### config.mk
export PLATFORM = sky130hd
export DESIGN_NAME = microcode_sequencer
export DESIGN_NICKNAME = d
export VERILOG_FILES = /design/src/rtl/cpu_pkg.sv /design/src/rtl/microcode_sequencer_mem_wait_timer.sv /design/src/rtl/microcode_sequencer.sv
export SDC_FILE = /design/constraint.sdc
export NUM_CORES = 1
export LEC_CHECK = 0
export BUFFER_PORTS_ARGS = -buffer_cell sky130_fd_sc_hd__buf_4
export CAP_MARGIN = 20
export CORE_UTILIZATION = 50
export CTS_BUF_LIST = sky130_fd_sc_hd__clkbuf_16
export DETAILED_ROUTE_END_ITERATION = 8
export GPL_ROUTABILITY_DRIVEN = 0
export PLACE_DENSITY = 0.72
export SYNTH_ARGS = -nofsm -noshare
export SYNTH_HDL_FRONTEND = slang
export SYNTH_SLANG_ARGS = --single-unit
### constraint.sdc
create_clock -name clock -period 2.7 [get_ports clock]
set_input_delay 0.27 -clock clock [delete_from_list [all_inputs] [get_ports clock]]
set_output_delay 0.27 -clock clock [all_outputs]
set_load 0.02 [all_outputs]
### src/rtl/cpu_pkg.sv
`default_nettype none
// +----------------------------------------------------------------------------+
// | Module   : cpu_pkg                                                         |
// | Brief    : Shared bus-select, opcode and instruction-class definitions.    |
// | Revision : 1.0                                                             |
// +----------------------------------------------------------------------------+
package cpu_pkg;

  typedef enum logic [3:0] {
    ZERO      = 4'd0,
    IR_R1     = 4'd1,
    IR_R2     = 4'd2,
    IR_RD     = 4'd3,
    RF        = 4'd4,
    ALU       = 4'd5,
    PC_PLUS_4 = 4'd6,
    MEM       = 4'd7,
    PC_BRANCH = 4'd8
  } data_bus_t;

  typedef enum logic [2:0] {
    CLS_ALU = 3'd0,
    CLS_LD  = 3'd1,
    CLS_ST  = 3'd2,
    CLS_BEQ = 3'd3,
    CLS_JMP = 3'd4,
    CLS_HLT = 3'd5,
    CLS_ILL = 3'd6
  } instr_class_t;

  localparam logic [31:0] c_op_alu_max = 32'd7;
  localparam logic [31:0] c_op_ld      = 32'd8;
  localparam logic [31:0] c_op_st      = 32'd9;
  localparam logic [31:0] c_op_beq     = 32'd10;
  localparam logic [31:0] c_op_jmp     = 32'd11;
  localparam logic [31:0] c_op_hlt     = 32'd15;

  // Opcode is zero-extended by the caller so wide opcode fields fall into CLS_ILL.
  function automatic instr_class_t decode_class(input logic [31:0] op);
    if (op <= c_op_alu_max) return CLS_ALU;
    else if (op == c_op_ld)  return CLS_LD;
    else if (op == c_op_st)  return CLS_ST;
    else if (op == c_op_beq) return CLS_BEQ;
    else if (op == c_op_jmp) return CLS_JMP;
    else if (op == c_op_hlt) return CLS_HLT;
    else                     return CLS_ILL;
  endfunction

endpackage
`default_nettype wire

### src/rtl/microcode_sequencer_mem_wait_timer.sv
`default_nettype none
// +----------------------------------------------------------------------------+
// | Module   : mem_wait_timer                                                  |
// | Brief    : Counts mem_ready-low cycles of one access and flags timeout.    |
// | Revision : 1.0                                                             |
// +----------------------------------------------------------------------------+
module mem_wait_timer #(
  parameter int MEM_TIMEOUT = 15
) (
  input  logic clock,
  input  logic reset_n,
  input  logic i_clear,
  input  logic i_active,
  input  logic i_mem_ready,
  output logic o_timeout
);

  localparam int TO_W = (MEM_TIMEOUT < 1) ? 1 : $clog2(MEM_TIMEOUT + 1);
  localparam logic [TO_W-1:0] c_limit = TO_W'(MEM_TIMEOUT);

  logic [TO_W-1:0] r_count;
  logic            w_at_limit;

  assign w_at_limit = (r_count == c_limit);

  // Saturates at the limit so a stalled access never wraps back to a legal count.
  always_ff @(posedge clock or negedge reset_n) begin
    if (!reset_n) begin
      r_count <= '0;
    end else if (i_clear || i_mem_ready) begin
      r_count <= '0;
    end else if (i_active && !w_at_limit) begin
      r_count <= r_count + 1'b1;
    end
  end

  generate
    if (MEM_TIMEOUT == 0) begin : g_no_timeout
      assign o_timeout = 1'b0;
    end else begin : g_timeout
      assign o_timeout = i_active && !i_mem_ready && w_at_limit;
    end
  endgenerate

endmodule
`default_nettype wire

### src/rtl/microcode_sequencer.sv
`default_nettype none
// +----------------------------------------------------------------------------+
// | Module   : microcode_sequencer                                             |
// | Brief    : Fetch/decode/execute control sequencer for the common-bus CPU.  |
// | Revision : 1.0                                                             |
// +----------------------------------------------------------------------------+
module microcode_sequencer
  import cpu_pkg::*;
#(
  parameter int OPCODE_W    = 4,
  parameter int MEM_TIMEOUT = 15
) (
  input  logic                clock,
  input  logic                reset_n,
  input  logic [OPCODE_W-1:0] opcode,
  input  logic                imm_instruction,
  input  logic                branch_taken,
  input  logic                mem_ready,
  input  logic                resume,
  output data_bus_t           data_bus_sel,
  output logic                pc_load_en,
  output logic                ir_load_en,
  output logic                mar_load_en,
  output logic                sel_field_load_en,
  output logic                alu_src1_load_en,
  output logic                alu_src2_load_en,
  output logic                rf_write_read,
  output logic                mem_req,
  output logic                mem_we,
  output logic                halted,
  output logic                fault,
  output logic [1:0]          fault_code
);

  typedef enum logic [4:0] {
    S_RST    = 5'd0,  S_FETCH  = 5'd1,  S_DECODE = 5'd2,  S_R1_SEL = 5'd3,
    S_R1_RD  = 5'd4,  S_R2_SEL = 5'd5,  S_R2_RD  = 5'd6,  S_IMM_LD = 5'd7,
    S_RD_SEL = 5'd8,  S_WB     = 5'd9,  S_A_SEL  = 5'd10, S_MAR_LD = 5'd11,
    S_ST_SEL = 5'd12, S_MEM_RD = 5'd13, S_MEM_WR = 5'd14, S_BR_EVAL = 5'd15,
    S_BR_TGT = 5'd16, S_PC_INC = 5'd17, S_HALTED = 5'd18, S_FAULT = 5'd19
  } state_t;

  state_t       r_state, w_next;
  instr_class_t r_cls, w_dec_cls;
  logic [1:0]   r_fault_code, w_set_code;
  logic         w_access, w_access_next, w_timeout;

  assign w_dec_cls     = decode_class(32'(opcode));
  assign w_access      = (r_state == S_FETCH) || (r_state == S_MEM_RD) || (r_state == S_MEM_WR);
  assign w_access_next = (w_next == S_FETCH) || (w_next == S_MEM_RD) || (w_next == S_MEM_WR);
  assign fault_code    = r_fault_code;

  mem_wait_timer #(.MEM_TIMEOUT(MEM_TIMEOUT)) u_wait (
    .clock       (clock),
    .reset_n     (reset_n),
    .i_clear     (w_access_next && (w_next != r_state)),
    .i_active    (w_access),
    .i_mem_ready (mem_ready),
    .o_timeout   (w_timeout)
  );

  always_ff @(posedge clock or negedge reset_n) begin
    if (!reset_n) begin
      r_state      <= S_RST;
      r_cls        <= CLS_ALU;
      r_fault_code <= 2'b00;
    end else begin
      r_state <= w_next;
      if (r_state == S_DECODE) r_cls <= w_dec_cls;
      if ((w_next == S_FAULT) && (r_state != S_FAULT)) r_fault_code <= w_set_code;
    end
  end

  always_comb begin
    w_next            = r_state;
    w_set_code        = 2'b00;
    data_bus_sel      = ZERO;
    pc_load_en        = 1'b0;
    ir_load_en        = 1'b0;
    mar_load_en       = 1'b0;
    sel_field_load_en = 1'b0;
    alu_src1_load_en  = 1'b0;
    alu_src2_load_en  = 1'b0;
    rf_write_read     = 1'b0;
    mem_req           = 1'b0;
    mem_we            = 1'b0;
    halted            = 1'b0;
    fault             = 1'b0;
    case (r_state)
      S_RST: w_next = S_FETCH;
      S_FETCH: begin
        mem_req = 1'b1;
        if (mem_ready) begin
          data_bus_sel = MEM;
          ir_load_en   = 1'b1;
          w_next       = S_DECODE;
        end else if (w_timeout) begin
          w_next     = S_FAULT;
          w_set_code = 2'b10;
        end
      end
      S_DECODE: begin
        case (w_dec_cls)
          CLS_ALU, CLS_BEQ: w_next = S_R1_SEL;
          CLS_LD, CLS_ST:   w_next = S_A_SEL;
          CLS_JMP:          w_next = S_BR_TGT;
          CLS_HLT:          w_next = S_HALTED;
          default: begin
            w_next     = S_FAULT;
            w_set_code = 2'b01;
          end
        endcase
      end
      S_R1_SEL: begin
        data_bus_sel = IR_R1; sel_field_load_en = 1'b1; w_next = S_R1_RD;
      end
      S_R1_RD: begin
        data_bus_sel = RF; alu_src1_load_en = 1'b1;
        w_next = ((r_cls == CLS_ALU) && imm_instruction) ? S_IMM_LD : S_R2_SEL;
      end
      S_R2_SEL: begin
        data_bus_sel = IR_R2; sel_field_load_en = 1'b1; w_next = S_R2_RD;
      end
      S_R2_RD: begin
        data_bus_sel = RF; alu_src2_load_en = 1'b1;
        w_next = (r_cls == CLS_BEQ) ? S_BR_EVAL : S_RD_SEL;
      end
      S_IMM_LD: begin
        data_bus_sel = IR_R2; alu_src2_load_en = 1'b1; w_next = S_RD_SEL;
      end
      S_RD_SEL: begin
        data_bus_sel = IR_RD; sel_field_load_en = 1'b1;
        w_next = (r_cls == CLS_LD) ? S_MEM_RD : S_WB;
      end
      S_WB: begin
        data_bus_sel = ALU; rf_write_read = 1'b1; w_next = S_PC_INC;
      end
      S_A_SEL: begin
        data_bus_sel = IR_R1; sel_field_load_en = 1'b1; w_next = S_MAR_LD;
      end
      S_MAR_LD: begin
        data_bus_sel = RF; mar_load_en = 1'b1;
        w_next = (r_cls == CLS_LD) ? S_RD_SEL : S_ST_SEL;
      end
      S_ST_SEL: begin
        data_bus_sel = IR_R2; sel_field_load_en = 1'b1; w_next = S_MEM_WR;
      end
      S_MEM_RD: begin
        mem_req = 1'b1;
        if (mem_ready) begin
          data_bus_sel = MEM; rf_write_read = 1'b1; w_next = S_PC_INC;
        end else if (w_timeout) begin
          w_next = S_FAULT; w_set_code = 2'b10;
        end
      end
      S_MEM_WR: begin
        // Store data stays on the bus for the whole access, not just the ready cycle.
        mem_req = 1'b1; mem_we = 1'b1; data_bus_sel = RF;
        if (mem_ready) begin
          w_next = S_PC_INC;
        end else if (w_timeout) begin
          w_next = S_FAULT; w_set_code = 2'b10;
        end
      end
      S_BR_EVAL: begin
        pc_load_en   = 1'b1;
        data_bus_sel = branch_taken ? PC_BRANCH : PC_PLUS_4;
        w_next       = S_FETCH;
      end
      S_BR_TGT: begin
        data_bus_sel = PC_BRANCH; pc_load_en = 1'b1; w_next = S_FETCH;
      end
      S_PC_INC: begin
        data_bus_sel = PC_PLUS_4; pc_load_en = 1'b1; w_next = S_FETCH;
      end
      S_HALTED: begin
        halted = 1'b1;
        if (resume) w_next = S_PC_INC;
      end
      S_FAULT: fault = 1'b1;
      default: w_next = S_RST;
    endcase
  end

endmodule
`default_nettype wire

==> results.md <==
* Die area at 3090 um^2
* Setup Skew at 0.00426 ns
* Post-route total power at 2.35 mW
* Top-count cell post-synth: nand2_1
* Largest net degree at the start of global routing at 20
* Final worst-path cycle share at 0.941
* Synth unique cells at 57
* Most instantiated cells after synthesis: 24 x nand2_1, 16 x nor2_1, 14 x a21oi_1, 14 x dfrtp_1, 11 x o21ai_0
* Nets at 233
* Synth Instances at 186
* Setup TNS at 0 ns
* Setup Buffers After CTS at 0
* # DRC at 0
* Status: finished, final reports clean
* N_diodes at 0
* Initial antenna violation count at 0
* Main flop type after synthesis: dfrtp_1
* Yosys top cell by area: dfrtp_1
* Yosys Warn Count at 0
* Share of layout cells above drive strength 1 at 0.282
* Slew @ Worst Pin at 0.525 ns
* WL per Instance at 16.6 um
* Final hold violations at 0
* CTS tree: done
* Global-route wire length before repair at 6960 um
* Via count at 1590
* IO buf count at 26
* Final slew viol count at 0
* First-pass DRT Iterations at 4
* Row count at 19
* Die width at 55.6 um
* Syn nets at 197
* Vias per inst at 6.33
* MaxCap Viol Count at 0
* Fmax at 394 MHz
* GRT Total Usage at 0.282
* Vias in the first global route at 1464
* Post-route ant nets at 0
* Critical path capture point type: register
* Top cells by area, synth: dfrtp_1 24%, nand2_1 6.3%, a21oi_1 4.9%
* Die Y at 55.6 um
* CP max FO at 8
* Final min period at 2.54 ns
* Clk Latency, worst-skew pair at 0.24 ns
* EDFF count, synth at 0
* Routed Wire Length at 4170 um
* H-tree level count at 1
* Num CTS Buffers at 3
* Clk slew on worst S/H paths at 0.05 ns
* Final setup viols at 0
* Power per Cell Area at 1280 nW/um^2
* FFs w/ async S/R, synth at 1.00
* Global route overflow at 0
* Core area at 2730 um^2
* Setup CP Type: register to register
* Synth Cell Area at 1440 um^2
* Class of the worst hold path: primary input to register
* Yosys reg bits at 14
* IO Count at 27
* Initial DRC count at 79
* Synth top area share at 0.244
* Initial core utilization at 0.525
* Mean Syn Cell Area at 7.72 um^2
* Maximum VDD drop at 0.00115 V
* Area growth, synth to finish at 27.8%
* DPL Wire Length at 3130 um
* Static leakage at 0.793 nW
* Clock buffer depth at 2
* Clock sinks at 14
* RSZ-0062 raised after global routing: false
* Critical Path RT at 2.80 ns
* Slew HR at 0.650
* Worst Setup Start Kind: register
* Worst EP arrival at 2.64 ns
* Clock Tree Root: clkbuf_16
* Sequential area share after synthesis at 0.244
==> power breakdown <==
| group | leakage [nW] | internal, mW | total [mW] | switching [mW] |
|---|---|---|---|---|
| Sequential | 0.180 | 0.278 | 0.431 | 0.154 |
| Clock | 0.0370 | 0.193 | 0.272 | 0.0787 |
| Combinational | 0.575 | 0.767 | 1.65 | 0.880 |
==> placed cells by master, fill, tap and decap left out, types with 2 or more instances in the layout <==
master and instances:
dfrtp_2 3, and2_1 2, nor2_1 16, inv_1 4, a211oi_1 3, buf_4 43, nand4_1 4, o21ai_0 11
o22ai_1 3, nor2b_1 4, o211ai_1 3, a31oi_1 2, clkbuf_16 3, dfrtp_1 11, nand2b_1 3, and3_1 3
a2bb2oi_1 2, nand3_1 6, o2111ai_1 2, a21oi_1 14, or3_1 3, nor3b_1 3, nand3b_1 2, nand2_1 24
a22oi_1 2, mux2i_1 2, or4b_4 2, nor3_1 6, xnor2_1 4
==> repair_timing <==
action / CTS / global route
hold buffers: 1 / 0
endpoints found under the hold margin: 14 / 0
setup endpoints to repair: 0 / 4
resized for setup: 0 / 4
==> path summary, 6_finish.rpt <==
path	start	end	slack (ns)	depth (start not counted)
max reg2reg	r_state[0]	u_wait.r_count[0]	0.16	8
max in group asynchronous	reset_n	r_state[3]	2.10	2
max	r_state[0]	u_wait.r_count[0]	0.16	8
min	opcode[3]	r_cls[1]	0.33	3
min reg2reg	fault_code[0]	fault_code[0]	0.53	2
min in group asynchronous	reset_n	r_cls[1]	0.41	2
==> layout make-up <==
cell class / count / area, um^2
well taps: 31 / 38.8
fillers: 232 / 898
inverters: 5 / 22.5
clock buffers: 3 / 75.1
repair buffers: 45 / 353
multi-input cells: 153 / 992
flip-flops and latches: 14 / 354
==> routing by layer <==
layer | part of all wire | global-route usage | up-vias
met2 | 0.48 | 0.470 | 63
met5 | 0 | 0 | -
met1 | 0.45 | 0.384 | 757
met3 | 0.060 | 0.0302 | 8
met4 | 0.016 | 0.0893 | 0
li1 | - | - | 762
==> through the flow <==
step / utilization / cell area [um^2] / setup slack (ns) / std cells / hold slack (ns)
floorplan: - / 1440 / 0.261 / 186 / -0.0256
global placement: 0.638 / 1740 / 0.133 / 247 / 0.129
detailed placement: 0.638 / 1740 / 0.0880 / 247 / 0.132
CTS: 0.669 / 1830 / 0.0876 / 251 / 0.317
global route: 0.671 / 1840 / 0.0343 / 251 / 0.329
finish: 0.671 / 1840 / 0.160 / 251 / 0.328
==> state kept, by name, summed over array words and instances (netlist names) <==
register and cells:
fault_code 2, r_state 5, u_wait.r_count 4, r_cls 3
==> logic make-up (layout without fill, tap and decap cells) <==
family,count (synthesis),count (layout),share of synthesized area
flops,14,14,0.244
simple gates,90,90,0.353
xor+xnor,6,6,0.0418
mux,2,2,0.0139
buf+inv,19,53,0.0653
compound gates,54,54,0.274
fa+ha+maj,1,1,0.00871
==> worst max-delay path: stages, from the launching register on <==
cell and delay [ns]:
dfrtp_1 0.49, buf_4 0.22, nor2b_4 0.13, o21bai_1 0.19, a21oi_2 0.21, nand3_2 0.10, or4b_4 0.54, a2111oi_4 0.38
a211oi_1 0.13
(Power assumes the default switching activity.)
